File: src/rtl/snax_acc_csr_ctrl_pkg.sv
// Shared types and constants for the SNAX accelerator CSR controller:
// FSM states, CTRL register bit positions and CSR index helpers.
package snax_acc_csr_ctrl_pkg;

  typedef enum logic [1:0] {
    StIdle,
    StLaunch,
    StBusy,
    StDrain
  } state_e;

  localparam int unsigned CsrW = 32;

  // CTRL write bits
  localparam int unsigned CtrlStartBit  = 0;
  localparam int unsigned CtrlErrClrBit = 1;
  // CTRL read bits
  localparam int unsigned CtrlBusyBit   = 0;
  localparam int unsigned CtrlErrBit    = 1;

  // CSR indices are relative to CsrAddrOffset: RW block, CTRL, RO block, perf.
  function automatic int unsigned ctrl_idx(input int unsigned num_rw);
    return num_rw;
  endfunction

  function automatic int unsigned ro_idx(input int unsigned num_rw, input int unsigned i);
    return num_rw + 1 + i;
  endfunction

  function automatic int unsigned perf_idx(input int unsigned num_rw, input int unsigned num_ro);
    return num_rw + 1 + num_ro;
  endfunction

endpackage

File: src/rtl/snax_acc_csr_ctrl_rsp_fifo.sv
// Read-response queue for the CSR controller: in-order FIFO, no pop-to-push
// bypass, so full_o depends only on the stored entry count.
module snax_csr_rsp_fifo
  import snax_acc_csr_ctrl_pkg::*;
#(
  parameter int unsigned Depth = 2,
  parameter int unsigned Width = CsrW
) (
  input  logic             clk_i,
  input  logic             rst_i,
  input  logic             push_i,
  input  logic [Width-1:0] data_i,
  output logic             full_o,
  output logic             valid_o,
  output logic [Width-1:0] data_o,
  input  logic             ready_i
);

  localparam int unsigned PtrW = (Depth > 1) ? $clog2(Depth) : 1;
  localparam int unsigned CntW = $clog2(Depth + 1);

  logic [Width-1:0] mem_q [Depth];
  logic [PtrW-1:0]  wptr_q, rptr_q;
  logic [CntW-1:0]  cnt_q;
  logic             pop;

  function automatic logic [PtrW-1:0] ptr_inc(input logic [PtrW-1:0] p);
    return (p == PtrW'(Depth - 1)) ? '0 : p + 1'b1;
  endfunction

  assign valid_o = (cnt_q != '0);
  assign full_o  = (cnt_q == CntW'(Depth));
  assign data_o  = mem_q[rptr_q];
  assign pop     = valid_o & ready_i;

  always_ff @(posedge clk_i) begin
    if (push_i) mem_q[wptr_q] <= data_i;
  end

  always_ff @(posedge clk_i or posedge rst_i) begin
    if (rst_i) begin
      wptr_q <= '0;
      rptr_q <= '0;
      cnt_q  <= '0;
    end else begin
      if (push_i) wptr_q <= ptr_inc(wptr_q);
      if (pop)    rptr_q <= ptr_inc(rptr_q);
      case ({push_i, pop})
        2'b10:   cnt_q <= cnt_q + 1'b1;
        2'b01:   cnt_q <= cnt_q - 1'b1;
        default: cnt_q <= cnt_q;
      endcase
    end
  end

endmodule

File: src/rtl/snax_acc_csr_ctrl.sv
// SNAX accelerator CSR controller: RW/RO CSR file, launch FSM and TCDM
// outstanding-read tracking. Optional busy-cycle counter: SNAX_ACC_PERF_CNT_EN.
module snax_acc_csr_ctrl
  import snax_acc_csr_ctrl_pkg::*;
#(
  parameter int unsigned NumRwCsr       = 8,
  parameter int unsigned NumRoCsr       = 2,
  parameter logic [31:0] CsrAddrOffset  = 32'h3C0,
  parameter int unsigned RspDepth       = 2,
  parameter int unsigned SnaxTcdmPorts  = 24,
  parameter int unsigned MaxOutstanding = 8
) (
  input  logic                             clk_i,
  input  logic                             rst_i,
  input  logic [31:0]                      csr_req_addr_i,
  input  logic [31:0]                      csr_req_data_i,
  input  logic                             csr_req_write_i,
  input  logic                             csr_req_valid_i,
  output logic                             csr_req_ready_o,
  output logic [31:0]                      csr_rsp_data_o,
  output logic                             csr_rsp_valid_o,
  input  logic                             csr_rsp_ready_i,
  output logic [NumRwCsr-1:0][31:0]        csr_reg_o,
  input  logic [NumRoCsr-1:0][31:0]        ro_csr_i,
  output logic                             start_o,
  input  logic                             busy_i,
  input  logic [SnaxTcdmPorts-1:0]         tcdm_q_valid_i,
  input  logic [SnaxTcdmPorts-1:0]         tcdm_q_ready_i,
  input  logic [SnaxTcdmPorts-1:0]         tcdm_q_write_i,
  input  logic [SnaxTcdmPorts-1:0]         tcdm_p_valid_i,
  output logic                             barrier_o
);

  localparam int unsigned CntW = $clog2(MaxOutstanding + 1);
  localparam logic [CntW-1:0] CntMax = CntW'(MaxOutstanding);

  state_e                                state_q;
  logic                                  start_q, barrier_q, err_q, err_d;
  logic [NumRwCsr-1:0][31:0]             csr_q;
  logic [SnaxTcdmPorts-1:0][CntW-1:0]    cnt_q, cnt_d;
  logic [SnaxTcdmPorts-1:0]              inc, dec;
  logic                                  err_set, cnt_idle;
  logic [31:0]                           off, rd_data, ctrl_rd;
  logic                                  fifo_full, req_fire, rd_push, wr_fire, ctrl_wr;

  assign off             = csr_req_addr_i - CsrAddrOffset;
  assign csr_req_ready_o = !fifo_full && !(csr_req_write_i && (state_q != StIdle));
  assign req_fire        = csr_req_valid_i && csr_req_ready_o;
  assign rd_push         = req_fire && !csr_req_write_i;
  assign wr_fire         = req_fire && csr_req_write_i;
  assign ctrl_wr         = wr_fire && (off == 32'(ctrl_idx(NumRwCsr)));
  assign csr_reg_o       = csr_q;
  assign start_o         = start_q;
  assign barrier_o       = barrier_q;

`ifdef SNAX_ACC_PERF_CNT_EN
  logic [31:0] perf_q;

  always_ff @(posedge clk_i or posedge rst_i) begin
    if (rst_i)                                         perf_q <= '0;
    else if (state_q == StLaunch)                      perf_q <= '0;
    else if (state_q == StBusy || state_q == StDrain)  perf_q <= perf_q + 32'd1;
  end
`endif

  always_comb begin
    ctrl_rd              = '0;
    ctrl_rd[CtrlBusyBit] = (state_q != StIdle);
    ctrl_rd[CtrlErrBit]  = err_q;
  end

  // Unmapped addresses fall through to the zero default.
  always_comb begin
    rd_data = '0;
    for (int unsigned i = 0; i < NumRwCsr; i++)
      if (off == 32'(i)) rd_data = csr_q[i];
    if (off == 32'(ctrl_idx(NumRwCsr))) rd_data = ctrl_rd;
    for (int unsigned i = 0; i < NumRoCsr; i++)
      if (off == 32'(ro_idx(NumRwCsr, i))) rd_data = ro_csr_i[i];
`ifdef SNAX_ACC_PERF_CNT_EN
    if (off == 32'(perf_idx(NumRwCsr, NumRoCsr))) rd_data = perf_q;
`endif
  end

  snax_csr_rsp_fifo #(
    .Depth (RspDepth),
    .Width (32)
  ) i_rsp_fifo (
    .clk_i   (clk_i),
    .rst_i   (rst_i),
    .push_i  (rd_push),
    .data_i  (rd_data),
    .full_o  (fifo_full),
    .valid_o (csr_rsp_valid_o),
    .data_o  (csr_rsp_data_o),
    .ready_i (csr_rsp_ready_i)
  );

  // Writes are only accepted in IDLE, so RW CSRs cannot change mid-run.
  always_ff @(posedge clk_i or posedge rst_i) begin
    if (rst_i) begin
      csr_q <= '0;
    end else if (wr_fire) begin
      for (int unsigned i = 0; i < NumRwCsr; i++)
        if (off == 32'(i)) csr_q[i] <= csr_req_data_i;
    end
  end

  assign inc = tcdm_q_valid_i & tcdm_q_ready_i & ~tcdm_q_write_i;
  assign dec = tcdm_p_valid_i;

  always_comb begin
    cnt_d   = cnt_q;
    err_set = 1'b0;
    for (int unsigned p = 0; p < SnaxTcdmPorts; p++) begin
      if (inc[p] && !dec[p]) begin
        if (cnt_q[p] == CntMax) err_set = 1'b1;
        else                    cnt_d[p] = cnt_q[p] + 1'b1;
      end else if (dec[p] && !inc[p]) begin
        if (cnt_q[p] == '0) err_set = 1'b1;
        else                cnt_d[p] = cnt_q[p] - 1'b1;
      end
    end
    err_d = err_q;
    if (ctrl_wr && csr_req_data_i[CtrlErrClrBit]) err_d = 1'b0;
    if (err_set)                                  err_d = 1'b1;
  end

  assign cnt_idle = (cnt_q == '0);

  always_ff @(posedge clk_i or posedge rst_i) begin
    if (rst_i) begin
      cnt_q <= '0;
      err_q <= 1'b0;
    end else begin
      cnt_q <= cnt_d;
      err_q <= err_d;
    end
  end

  always_ff @(posedge clk_i or posedge rst_i) begin
    if (rst_i) begin
      state_q   <= StIdle;
      start_q   <= 1'b0;
      barrier_q <= 1'b1;
    end else begin
      case (state_q)
        StIdle: if (ctrl_wr && csr_req_data_i[CtrlStartBit]) begin
          state_q   <= StLaunch;
          start_q   <= 1'b1;
          barrier_q <= 1'b0;
        end
        StLaunch: begin
          state_q <= StBusy;
          start_q <= 1'b0;
        end
        StBusy: if (!busy_i) state_q <= StDrain;
        StDrain: if (cnt_idle) begin
          state_q   <= StIdle;
          barrier_q <= 1'b1;
        end
        default: begin
          state_q   <= StIdle;
          start_q   <= 1'b0;
          barrier_q <= 1'b1;
        end
      endcase
    end
  end

endmodule

File: config.mk
export PLATFORM = sky130hd
export DESIGN_NAME = snax_acc_csr_ctrl
export DESIGN_NICKNAME = d
export VERILOG_FILES = /design/src/rtl/snax_acc_csr_ctrl_pkg.sv /design/src/rtl/snax_acc_csr_ctrl_rsp_fifo.sv /design/src/rtl/snax_acc_csr_ctrl.sv
export SDC_FILE = /design/constraint.sdc
export NUM_CORES = 1
export LEC_CHECK = 0
export BUFFER_PORTS_ARGS = -buffer_cell sky130_fd_sc_hd__buf_2
export CAP_MARGIN = 10
export CORE_ASPECT_RATIO = 1.75
export CORE_MARGIN = 4
export CORE_UTILIZATION = 55
export DETAILED_ROUTE_END_ITERATION = 10
export MAX_ROUTING_LAYER = met4
export PLACE_DENSITY = 0.82
export SLEW_MARGIN = 20
export SYNTH_ARGS = -nofsm -noshare
export SYNTH_HDL_FRONTEND = slang
export SYNTH_SLANG_ARGS = --single-unit
File: constraint.sdc
create_clock -name clk_i -period 15.7 [get_ports clk_i]
set_clock_uncertainty 0.1 [all_clocks]
set_input_delay 3.14 -clock clk_i [delete_from_list [all_inputs] [get_ports clk_i]]
set_output_delay 3.14 -clock clk_i [all_outputs]
set_load 0.02 [all_outputs]
# --- Word level (Yosys, flattened, before mapping) ---
# Memories as Yosys holds them, arrays and structs flattened.
# Index checks and enable logic that the tools add are counted.
totals:
  reg_bits: 361
  latch_bits: 0
  ramBits: 64
  rom_bits: 0
  input_bits: 230
  output_inout_bits: 292
  wordCells: 606
  mem_count: 1
op_classes:
  addsub: 53
  mul: 0
  n_div: 0
  n_lt_le_gt_ge: 0
  n_eq_ne: 91
  shift: 0
  mux: 219
  bitwise_logic: 4
  reduce_logical: 199
memory_table:
  columns: ["name", "words", "word_bits", "read_ports", "rd_ports_with_merged_regs", "wr", "line_no", "text"]
  rows:
  - ["i_rsp_fifo.mem_q", 2, 32, 1, 0, 1, "snax_acc_csr_ctrl_rsp_fifo.sv:22", "logic [Width-1:0] mem_q [Depth];"]
op_table:
  columns: ["operator", "n"]
  rows:
  - ["4-bit 2-to-1 mux", 96]
  - ["32-bit 2-to-1 mux", 11]
  - ["32-bit by 3-bit equality test with 1-bit output (second input constant)", 4]
  - ["1-bit 2-to-1 mux", 105]
  - ["2-bit != test (second input constant)", 51]
  - ["4-bit by 1-bit adder with 4-bit output (second input constant)", 24]
  - ["32-bit by 4-bit equality test with 1-bit output (second input constant)", 3]
  - ["4-bit equality test (second input constant)", 24]
  - ["4-bit logical NOT", 24]
  - ["96-bit logical NOT", 1]
  - ["4-bit by 1-bit subtractor with 4-bit output (second input constant)", 24]
  - ["3-bit AND reduction", 26]
  - ["32-bit by 2-bit equality test with 1-bit output (second input constant)", 2]
  - ["2-bit nonzero test", 30]
  - ["1-bit logical AND", 56]
  - ["1-bit logical NOT", 51]
  - ["24-bit AND", 2]
  - ["32-bit by 1-bit equality test with 1-bit output (second input constant)", 1]
  - ["32-bit logical NOT", 1]
  - ["32-bit by 10-bit subtractor with 32-bit output (second input constant)", 1]
  - ["24-bit NOT", 1]
  - ["2-bit AND reduction", 9]
  - ["2-bit equality test (second input constant)", 4]
  - ["2-bit one-hot mux with 4 select lines", 1]
  - ["other kinds (9)", 14]

# --- Longest topological paths before layout ---
# Gate-level depths: netlist of run 1.
logic_depth:
  word_depth: 76
  depth_mapped: 11
  depth_no_buf: 11

# --- Cells and area by module ---
# Synthesis of run 1 repeated with hierarchy kept, for this count alone.
hier_totals:
  cells_unflattened: 1872
  hier_area_um2: 22813.1
modules_own_cells:
  columns: ["mod", "n_inst", "cells_per_inst", "area_per_inst_um2", "seq_area_each_um2"]
  rows:
  - ["snax_acc_csr_ctrl", 1, 1754, 20274.4, 8934.8]
  - ["snax_csr_rsp_fifo", 1, 118, 2538.7, 2021.9]

# --- Worst setup path after synthesis of run 1 ---
# No wires, ideal clock.
synth_timing:
  kind: "input to output"
  start: "in csr_req_write_i"
  end: "out csr_req_ready_o"
  arrival_ns: 3.645
  t_required_ns: 12.460
  slack_ns: 8.815
  stages: 1
  path_buffers: 0
  cell_sequence: "a21boi_0"
synth_between:
  elab_chain_cells: 3
synth_lines:
  columns: ["item", "line_no", "text"]
  rows:
  - ["from (decl)", "snax_acc_csr_ctrl.sv:17", "input logic csr_req_write_i,"]
  - ["1-bit logical AND", "snax_acc_csr_ctrl.sv:47", "assign csr_req_ready_o = !fifo_full && !(csr_req_write_i && (state_q != StIdle));"]
  - ["1-bit logical NOT", "snax_acc_csr_ctrl.sv:47", null]
  - ["1-bit logical AND", "snax_acc_csr_ctrl.sv:47", null]
  - ["to (decl)", "snax_acc_csr_ctrl.sv:19", "output logic csr_req_ready_o,"]
# Every way passes these cells.

# --- Worst setup path in the final report of run 1 ---
# Same ends and word-level chain as after synthesis.

==> impl_metrics.ini, run 1 <==
[routing]
dr.pass1.iters = 7
remaining_drc_errors = 0
vias_per_cell = 6.00
num_vias = 18062
drtIter0Drc = 1441
drt-wirelength-per-cell_um = 23.9
wl_mm = 72.0
ant_nets = 0

[sta]
slew_violations = 0
period_minus_slack_ns = 6.85
finalHoldViolations = 0
setup_viol = 0
rsz0062_at_grt = no
fmax_ghz = 0.146
layout_setup_ws_ns = 8.85
slew_headroom_pct = 24.9
setup-tns-final_ns = 0
min_period_over_period_pct = 43.6
worst_slew_pin_slew_ns = 1.13

[floorplanning]
dieArea_sq_um = 44800
initial_core_util_pct = 55.7
pin_count = 522
chipWidth_um = 162
die_h_um = 277
coreArea_sq_um = 40800
placementRows = 98

[logic_synthesis]
avgSynthCellArea_sq_um = 11.8
yosysTopAreaCell = dfrtp_1
synthArstFlopShare_pct = 84.9
syn_nets = 2280
synth_top_area_share_pct = 39.6
synth.distinct_cells = 66
ys_seq_elements = 425
seq_area_frac_synth_pct = 48.2
yosysWarningCount = 0
synth_commonest_cells = 360 x dfrtp_1, 301 x mux2_2, 207 x nand2_1
synth_most_common_cell = dfrtp_1
synth_edf_count = 64
ys_top_cells_by_area = dfrtp_1 40%, mux2_2 15%, edfxtp_1 8.5%
synthCells = 1925
synth_ff_type = dfrtp_1
synth_area_sq_um = 22700

[worst_setup_path]
crit_fanout = 3
arrival_ns = 3.61
cp_common_cell = buf_2
worst_setup_path_start_kind = primary input
cp-end-kind = output port
slowest_stage = buf_2
cp_cell_sequence = buf_2 > a21boi_0 > buf_2
required_ns = 12.46
cpPeakStageDelay_ns = 0.19
worstSetupPathType = primary input to output port

[cts]
cts.reportedPaths.clkPinSlew_ns = 0.07
cts_tree = yes
clock_sinks = 425
cts_buffer_depth = 3
ctsHoldBuffers = 0
clock_latency_ns = 0.55
htreeDepth = 2
cts_setup_buffers = 0
clock-root-buffer = clkbuf_16
ctsResizeCount = 0
cts_buffers = 40

[power_and_ir_drop]
power.share.clock_pct = 30.0
ir_worst_vdd_uv = 111
p_comb_share_pct = 27.2
p_sw_mw = 1.12
power_leakage_nw = 13.6
netSwitchingFraction_pct = 32.6
internal_power_mw = 2.30
powerDensity_nw_per_um2 = 125
p_seq_share_pct = 42.8

[place]
placed_area_sq_um = 25900
numPortBuffers = 521
hpwlAfterDp_mm = 55.0
place_ws_ns = 8.63
gp_congestion = 0.968

[global_route]
grt_pass1_vias = 18774
track_usage_pct = 32.2
grt_max_degree = 136
grt_overflow = 0
grt_pass1_wl_mm = 109
antenna_found_initial = 1

[cells_and_area]
fin_util_pct = 66.9
nets = 2785
fin_area_sq_um = 27300
fillers = 3053
areaGrowthSynthToFinish_pct = 20.2
layout-drive-gt1-share_pct = 40.0

[outcome]
status = finished clean

[min_path]
min_path_type = register to register

[job]
cap_violations = 0
registers in the layout, indices dropped and copies added, names as in the netlist:
name	flops
barrier_o	1
err_q	1
i_rsp_fifo.rptr_q	1
start_o	1
i_rsp_fifo.mem_q	64
csr_reg_o	256
cnt_q	96
i_rsp_fifo.wptr_q	1
i_rsp_fifo.cnt_q	2
state_q	2
stage by stage:
step / cells / hold slack [ns] / total power, mW
final: 3011 / 0.376 / 3.42
after global routing: 3011 / 0.418 / 3.61
after CTS: 3009 / 0.378 / 3.44
after detailed placement: 2937 / 0.368 / 2.41
after global placement: 2934 / 0.355 / 2.34
after floorplan: 1925 / 0.357 / 2.13
path summary, 6_finish.rpt:
path / from / end / slack, ns / cells after the start
setup / recovery: csr_req_write_i / csr_req_ready_o / 8.85 / 3
hold / removal: i_rsp_fifo.rptr_q$_DFFE_PP0P_ / i_rsp_fifo.rptr_q$_DFFE_PP0P_ / 0.38 / 1
setup reg to reg: state_q[0]$_DFFE_PP0P_ / csr_reg_o[165]$_DFFE_PP0P_ / 12.19 / 7
hold reg to reg: i_rsp_fifo.rptr_q$_DFFE_PP0P_ / i_rsp_fifo.rptr_q$_DFFE_PP0P_ / 0.38 / 1
max in group asynchronous: rst_i / csr_reg_o[6]$_DFFE_PP0P_ / 10.52 / 4
min in group asynchronous: rst_i / csr_reg_o[154]$_DFFE_PP0P_ / 2.71 / 2
worst max-delay path: cells and delay by family:
kind / cells / cell delay (ns)
buffers and inverters: 2 / 0.30
AOI/OAI and AO/OA: 1 / 0.17
logic make-up (layout without fill, tap and decap cells):
group,count (synthesis),count (layout),synth area share (%)
buffers and inverters,178,713,3.30
and+or+nand+nor,431,431,8.86
adders and majority gates,125,125,7.67
other,0,1,0
AOI/OAI and AO/OA,298,298,8.79
DFF,425,425,48.2
muxes,357,357,18.9
xor gates and xnor gates,111,111,4.28
routing by layer:
layer	vias to the layer above	wire (um)	part of all wire, %	track usage [%]
li1	7922	-	-	-
met2	982	36600	51	55.6
met3	297	6240	8.7	7.19
met1	8861	23700	33	33.4
met5	-	0	0	-
met4	0	5460	7.6	19.0
placed cells by master, fill, tap and decap left out, types with 31 or more instances in the layout:
cell,netlist,layout
edfxtp_1,64,64
o21ai_0,61,60
nand2_1,207,206
dfrtp_1,360,360
mux2_2,301,301
nor3_1,31,31
ha_1,101,101
clkbuf_16,0,42
inv_1,99,98
buf_2,2,519
xnor2_1,81,81
nor2_1,80,75
a21oi_1,98,98
area by class of cell:
class / instances / area, sq um / share of cell area [%]
Inverter: 99 / 379 / 1.39
Clock buffer: 54 / 1160 / 4.23
Timing Repair Buffer: 542 / 2820 / 10.3
Clock inverter: 18 / 226 / 0.828
Multi-Input combinational cell: 1322 / 11100 / 40.6
Antenna cell: 1 / 2.50 / 0.00915
Tap cell: 550 / 688 / 2.52
Sequential cell: 425 / 11000 / 40.1
power by group through the flow:
stage	combinational (mW)	sequential [mW]	clock, mW
finish	0.931	1.47	1.03
global route	1.03	1.49	1.08
CTS	0.937	1.46	1.04
detailed placement	0.931	1.48	0
global placement	0.872	1.47	0
floorplan	0.692	1.44	0
(Power assumes the default switching activity.)
==> inputs of run 2 (changes only) <==
==> constraint.sdc (replaced) <==
create_clock -name clk_i -period 7.05 [get_ports clk_i]
set_clock_uncertainty 0.1 [all_clocks]
set_input_delay 1.41 -clock clk_i [delete_from_list [all_inputs] [get_ports clk_i]]
set_output_delay 1.41 -clock clk_i [all_outputs]
set_load 0.02 [all_outputs]
==> run 2 against run 1 <==
  * Combinational power up 120%
  * Die area is the same
  * Sequential power up 120%
  * Hold slack got worse by 0.0050 ns
  * Final area shrank 0.14%
  * Global-route usage grew 0.56 points
  * Sequential cell count did not move
  * Power increased by 120%
  * Sequential share of layout area is 0.055 points higher
  * Clock power up 120%
  * Final cell count hardly changed
  * Critical path type is now primary input to register
  * Critical endpoint is now i_rsp_fifo.mem_q[1][13]$_DFFE_PP_
  * Largest cell class unchanged
==> impl_metrics.ini, run 2 (synthesized netlist as in run 1, its figures left out) <==
[cts]
cts_tree = yes
clock_latency_ns = 0.56
ctsResizeCount = 0
cts_setup_buffers = 0
clock-root-buffer = clkbuf_16
cts.reportedPaths.clkPinSlew_ns = 0.06
cts_buffer_depth = 3
cts_buffers = 40
ctsHoldBuffers = 0
clock_sinks = 425
htreeDepth = 2

[routing]
remaining_drc_errors = 0
drtIter0Drc = 1164
vias_per_cell = 5.97
drt-wirelength-per-cell_um = 24.0
num_vias = 17959
wl_mm = 72.3
dr.pass1.iters = 6
ant_nets = 0

[min_path]
min_path_type = register to register
holdPathStages = 1

[place]
numPortBuffers = 521
gp_congestion = 0.947
hpwlAfterDp_mm = 54.6

[sta]
slew_violations = 0
setup-tns-final_ns = 0
period_minus_slack_ns = 4.92
rsz0062_at_grt = no
holdWs_ns = 0.371
slew_headroom_pct = 17.0
fmax_ghz = 0.203
setup_viol = 0
worst_slew_pin_slew_ns = 1.24
min_period_over_period_pct = 69.7
finalHoldViolations = 0

[floorplanning]
dieArea_sq_um = 44800
placementRows = 98
chipWidth_um = 162
pin_count = 522
die_h_um = 277
initial_core_util_pct = 55.7
coreArea_sq_um = 40800

[global_route]
track_usage_pct = 32.8
grt_pass1_vias = 18821
grt_max_degree = 179
grt_pass1_wl_mm = 110
grt_overflow = 0
antenna_found_initial = 2

[power_and_ir_drop]
powerDensity_nw_per_um2 = 277
power_leakage_nw = 13.6
p_total_mw = 7.57
ir_worst_vdd_uv = 282

[cells_and_area]
largest_reg_flops = 256
areaGrowthSynthToFinish_pct = 20.0
final_common_cell = buf_2
layout-drive-gt1-share_pct = 39.9
nets = 2782
final_cell_mix = 519 x buf_2, 360 x dfrtp_1, 301 x mux2_2

[job]
cap_violations = 0

[worst_setup_path]
crit_fanout = 24
required_ns = 7.30
arrival_ns = 5.17
cp_cell_sequence = buf_2 > or4_4 > or3b_4 > a2111oi_4 > o211a_1 > o2111ai_1 > a21oi_1
worstSetupPathType = primary input to register
cpPeakStageDelay_ns = 1.03
r2r_cells = 7
cp-end-kind = register
worst_setup_path_start_kind = primary input
slowest_stage = o211a_1

[outcome]
status = finished clean
## run 2: cell count changes in the layout (fill, tap and decap cells not counted), sizes merged
cell | before | now
inv | 101 | 100
clkinv | 12 | 8
clkbuf | 54 | 57
clkinvlp | 0 | 3
diode | 1 | 3
buf | 542 | 539
bufinv | 4 | 3
## run 2: cell type report
class | count | area (sq um)
inverters | 99 | 375
clock buffers | 57 | 1160
diodes | 3 | 7.51
multi-input cells | 1322 | 11100
well taps | 550 | 688
fillers | 3124 | 13500
repair buffers | 539 | 2820
clock inverters | 15 | 166
flip-flops and latches | 425 | 11000
## run 2: final timing paths
check,start,endpoint,slack [ns]
min,i_rsp_fifo.rptr_q$_DFFE_PP0P_,i_rsp_fifo.rptr_q$_DFFE_PP0P_,0.37
max,csr_req_addr_i[22],i_rsp_fifo.mem_q[1][13]$_DFFE_PP_,2.13
max reg2reg,state_q[0]$_DFFE_PP0P_,csr_reg_o[36]$_DFFE_PP0P_,3.55
min in group asynchronous,rst_i,csr_reg_o[60]$_DFFE_PP0P_,0.82
min reg2reg,i_rsp_fifo.rptr_q$_DFFE_PP0P_,i_rsp_fifo.rptr_q$_DFFE_PP0P_,0.37
max in group asynchronous,rst_i,csr_reg_o[8]$_DFFE_PP0P_,4.65
## run 2: where the power goes
group | leakage, nW | switching [mW] | internal [mW]
combinational | 7.56 | 1.10 | 0.975
sequential | 5.38 | 0.418 | 2.85
clock | 0.655 | 0.961 | 1.27
total | 13.6 | 2.48 | 5.09
## run 2: metal layers
layer  share of wire (%)  global-route usage (%)  routed length [um]  vias up
li1                    -                       -                   -     7902
met1                  34                    34.9               24300     8901
met2                  51                    55.9               36800      917
met3                 8.1                    6.66                5830      239
met4                 7.5                    19.8                5390        0
met5                   0                       -                   0        -
## run 2: stage by stage
stage | utilization [%] | worst slack (ns) | cell area [sq um] | std cells
floorplan | - | 0.701 | 22700 | 1925
global placement | 63.4 | 1.69 | 25900 | 2932
detailed placement | 63.6 | 1.67 | 26000 | 2935
CTS | 66.8 | 2.24 | 27300 | 3007
global route | 66.8 | 2.08 | 27300 | 3009
finish | 66.9 | 2.13 | 27300 | 3010
## run 2: critical path: cells and delay by family
family / cells / cell delay, ns
AOI/OAI and AO/OA: 4 / 2.67
and+or+nand+nor: 2 / 0.95
buffers and inverters: 1 / 0.11
==> inputs of run 3 (changes only) <==
--- a/config.mk
+++ b/config.mk
@@ -5,6 +5,7 @@
 export SDC_FILE = /design/constraint.sdc
 export NUM_CORES = 1
 export LEC_CHECK = 0
+export ABC_AREA = 1
 export BUFFER_PORTS_ARGS = -buffer_cell sky130_fd_sc_hd__buf_2
 export CAP_MARGIN = 10
 export CORE_ASPECT_RATIO = 1.75
==> constraint.sdc (replaced) <==
create_clock -name clk_i -period 4.8 [get_ports clk_i]
set_clock_uncertainty 0.1 [all_clocks]
set_input_delay 0.96 -clock clk_i [delete_from_list [all_inputs] [get_ports clk_i]]
set_output_delay 0.96 -clock clk_i [all_outputs]
set_load 0.02 [all_outputs]
==> run 3 against run 2 <==
  * Sequential power grew 43%
  * Synthesized area grew 2.7%
  * Count of clock-buffer cells in the layout grew 1
  * Die area grew 2.6%
  * Via count grew 23%
  * Setup slack lost 1.3 ns
  * Critical path depth grew 18
  * Register-to-register slack lost 2.0 ns
  * Largest power group unchanged
==> impl_metrics.ini, run 3 <==
[outcome]
status = finished clean

[sta]
rsz0062_at_grt = no
setup_viol = 0
fmax_ghz = 0.254
finalHoldViolations = 0
min_period_over_period_pct = 81.9
period_minus_slack_ns = 3.93
layout_setup_ws_ns = 0.868
slew_violations = 0
slew_headroom_pct = 26.3
worst_slew_pin_slew_ns = 1.10
holdWs_ns = 0.293
setup-tns-final_ns = 0

[cells_and_area]
regArea_sq_um = 11000
multi_input_area_sq_um = 11100
layout-drive-gt1-share_pct = 20.9
final_common_cell = nand2_1
final_cell_mix = 762 x nand2_1, 521 x buf_2, 360 x dfrtp_1
largest_reg_flops = 256
final_cells = 3937
nets = 3700
fillers = 3596
areaGrowthSynthToFinish_pct = 20.1
fin_area_sq_um = 28000

[floorplanning]
placementRows = 99
die_h_um = 281
coreArea_sq_um = 41900
initial_core_util_pct = 55.8
chipWidth_um = 164
pin_count = 522
dieArea_sq_um = 45900

[global_route]
use_met3_pct = 8.06
met2_usage_pct = 60.0
grt_overflow = 0
track_usage_pct = 36.0
top_usage_layer = met2
antenna_found_initial = 6
use_met1_pct = 38.6
grt_max_degree = 121
grt_pass1_wl_mm = 125
grt_pass1_vias = 22283

[power_and_ir_drop]
netSwitchingFraction_pct = 34.4
p_comb_share_pct = 28.3
power.share.clock_pct = 29.7
powerDensity_nw_per_um2 = 399
ir_worst_vdd_uv = 352
p_sw_mw = 3.85
p_seq_share_pct = 41.9
internal_power_mw = 7.34
power_leakage_nw = 14.6

[logic_synthesis]
seq_area_frac_synth_pct = 46.9
syn_nets = 3209
synth_edf_count = 64
synth_most_common_cell = nand2_1
yosysWarningCount = 0
ys_seq_elements = 425
synth.distinct_cells = 46
synth_area_sq_um = 23300
synth_commonest_cells = 766 x nand2_1, 360 x dfrtp_1, 300 x o21ai_0
avgSynthCellArea_sq_um = 8.18
ys_top_cells_by_area = dfrtp_1 39%, nand2_1 12%, edfxtp_1 8.2%
synthArstFlopShare_pct = 84.9
synth_ff_type = dfrtp_1
synth_top_area_share_pct = 38.6
yosysTopAreaCell = dfrtp_1
synthCells = 2854

[cts]
cts_setup_buffers = 0
cts_tree = yes
ctsResizeCount = 0
cts.reportedPaths.clkPinSlew_ns = 0.07
clock-root-buffer = clkbuf_16
ctsHoldBuffers = 0
cts_buffer_depth = 3
htreeDepth = 2
cts_buffers = 40
clock_sinks = 425
clock_latency_ns = 0.55

[routing]
remaining_drc_errors = 0
num_vias = 22140
drtIter0Drc = 2086
dr.pass1.iters = 5
ant_nets = 0
drt-wirelength-per-cell_um = 20.8
vias_per_cell = 5.62
wl_mm = 81.8

[worst_setup_path]
r2r_cells = 10
worstSetupPathType = primary input to register
worst_setup_path_start_kind = primary input
cp-endpoint = i_rsp_fifo.mem_q[1][8]$_DFFE_PP_
regToRegStartpoint = state_q[1]$_DFFE_PP0P_
required_ns = 5.09
r2r_end = csr_reg_o[70]$_DFFE_PP0P_
arrival_ns = 4.22
cp-startpoint = csr_req_addr_i[6]
reg2reg_slack_ns = 1.57
crit_fanout = 21
cp-end-kind = register

[min_path]
min_path_type = primary input to async pin

[place]
place_ws_ns = 0.358
placed_area_sq_um = 26700
numPortBuffers = 521
dp.cells = 3857
gp_congestion = 0.977
hpwlAfterDp_mm = 62.9

[job]
cap_violations = 0
[run 3: changes by cell type after synthesis, sizes merged, moves of 33 or more]
cell	before	now
nand2	207	769
o21ai	61	376
mux2	302	35
nor2	80	286
inv	99	242
nand3	5	88
xnor2	81	3
xor2	30	96
a21oi	98	147
clkbuf	46	91
nand4	16	49
[run 3: final cells by class]
type | instances | share of cell area, %
flip-flops and latches | 425 | 39.1
clock buffers | 58 | 4.14
inverters | 247 | 3.32
clock inverters | 16 | 0.674
diodes | 5 | 0.0446
repair buffers | 562 | 10.8
well taps | 555 | 2.48
multi-input cells | 2069 | 39.5
[run 3: stage by stage]
step           util, %  power, mW
6_report          67.0       11.2
2_1_floorplan        -       6.86
4_1_cts           66.9       11.2
3_5_place_dp      63.7       7.86
3_3_place_gp      63.7       7.56
5_1_grt           67.0       11.8
[run 3: worst min-delay path by stage]
stage | startpoint | to | depth (start not counted)
final | rst_i | csr_reg_o[52]$_DFFE_PP0P_ | 2
after global routing | rst_i | csr_reg_o[52]$_DFFE_PP0P_ | 2
after CTS | csr_reg_o[190]$_DFFE_PP0P_ | csr_reg_o[190]$_DFFE_PP0P_ | 2
after detailed placement | csr_reg_o[83]$_DFFE_PP0P_ | csr_reg_o[83]$_DFFE_PP0P_ | 2
after global placement | csr_reg_o[97]$_DFFE_PP0P_ | csr_reg_o[97]$_DFFE_PP0P_ | 2
after floorplan | err_q$_DFFE_PP0P_ | err_q$_DFFE_PP0P_ | 1
[run 3: power by group through the flow]
stage	sequential, mW	combinational [mW]	clock [mW]
3_3_place_gp	4.69	2.87	0
2_1_floorplan	4.59	2.27	0
6_report	4.69	3.17	3.33
4_1_cts	4.68	3.15	3.35
3_5_place_dp	4.74	3.12	0
5_1_grt	4.76	3.56	3.50
[run 3: cell families (layout without fill, tap and decap cells)]
family	after synthesis	in the layout	synth area share, %
DFF	425	425	46.9
adders and majority gates	125	125	7.47
and+or+nand+nor	1271	1271	22.5
AOI/OAI and AO/OA	539	539	11.7
other	0	5	0
buffers and inverters	360	883	5.93
muxes	35	35	1.69
xor gates and xnor gates	99	99	3.71
[run 3: critical path, stage by stage]
cell and delay, ns:
buf_2 0.09, nand2_1 0.10, nor2_1 0.11, nor2_1 0.33, nand3_1 0.29, nand2_1 0.12, nand2_1 0.06, clkinv_1 0.04
nand2_1 0.04, nor2_1 0.09, nand2_1 0.07, nor2_2 0.18, nand2_4 0.13, nor2_1 0.15, nand2_1 0.10, inv_2 0.33
buf_4 0.30, a21oi_1 0.09, nand2_1 0.08, o21ai_1 0.06, nand2_1 0.09, nand2_1 0.09, nand2_1 0.08, nand2_1 0.05
a21oi_1 0.17
[run 3: layer usage]
| metal | up-vias | part of all wire [%] |
|---|---|---|
| met1 | 10451 | 34 |
| li1 | 10300 | - |
| met2 | 1108 | 49 |
| met5 | - | 0 |
| met4 | 0 | 8.0 |
| met3 | 281 | 9.0 |
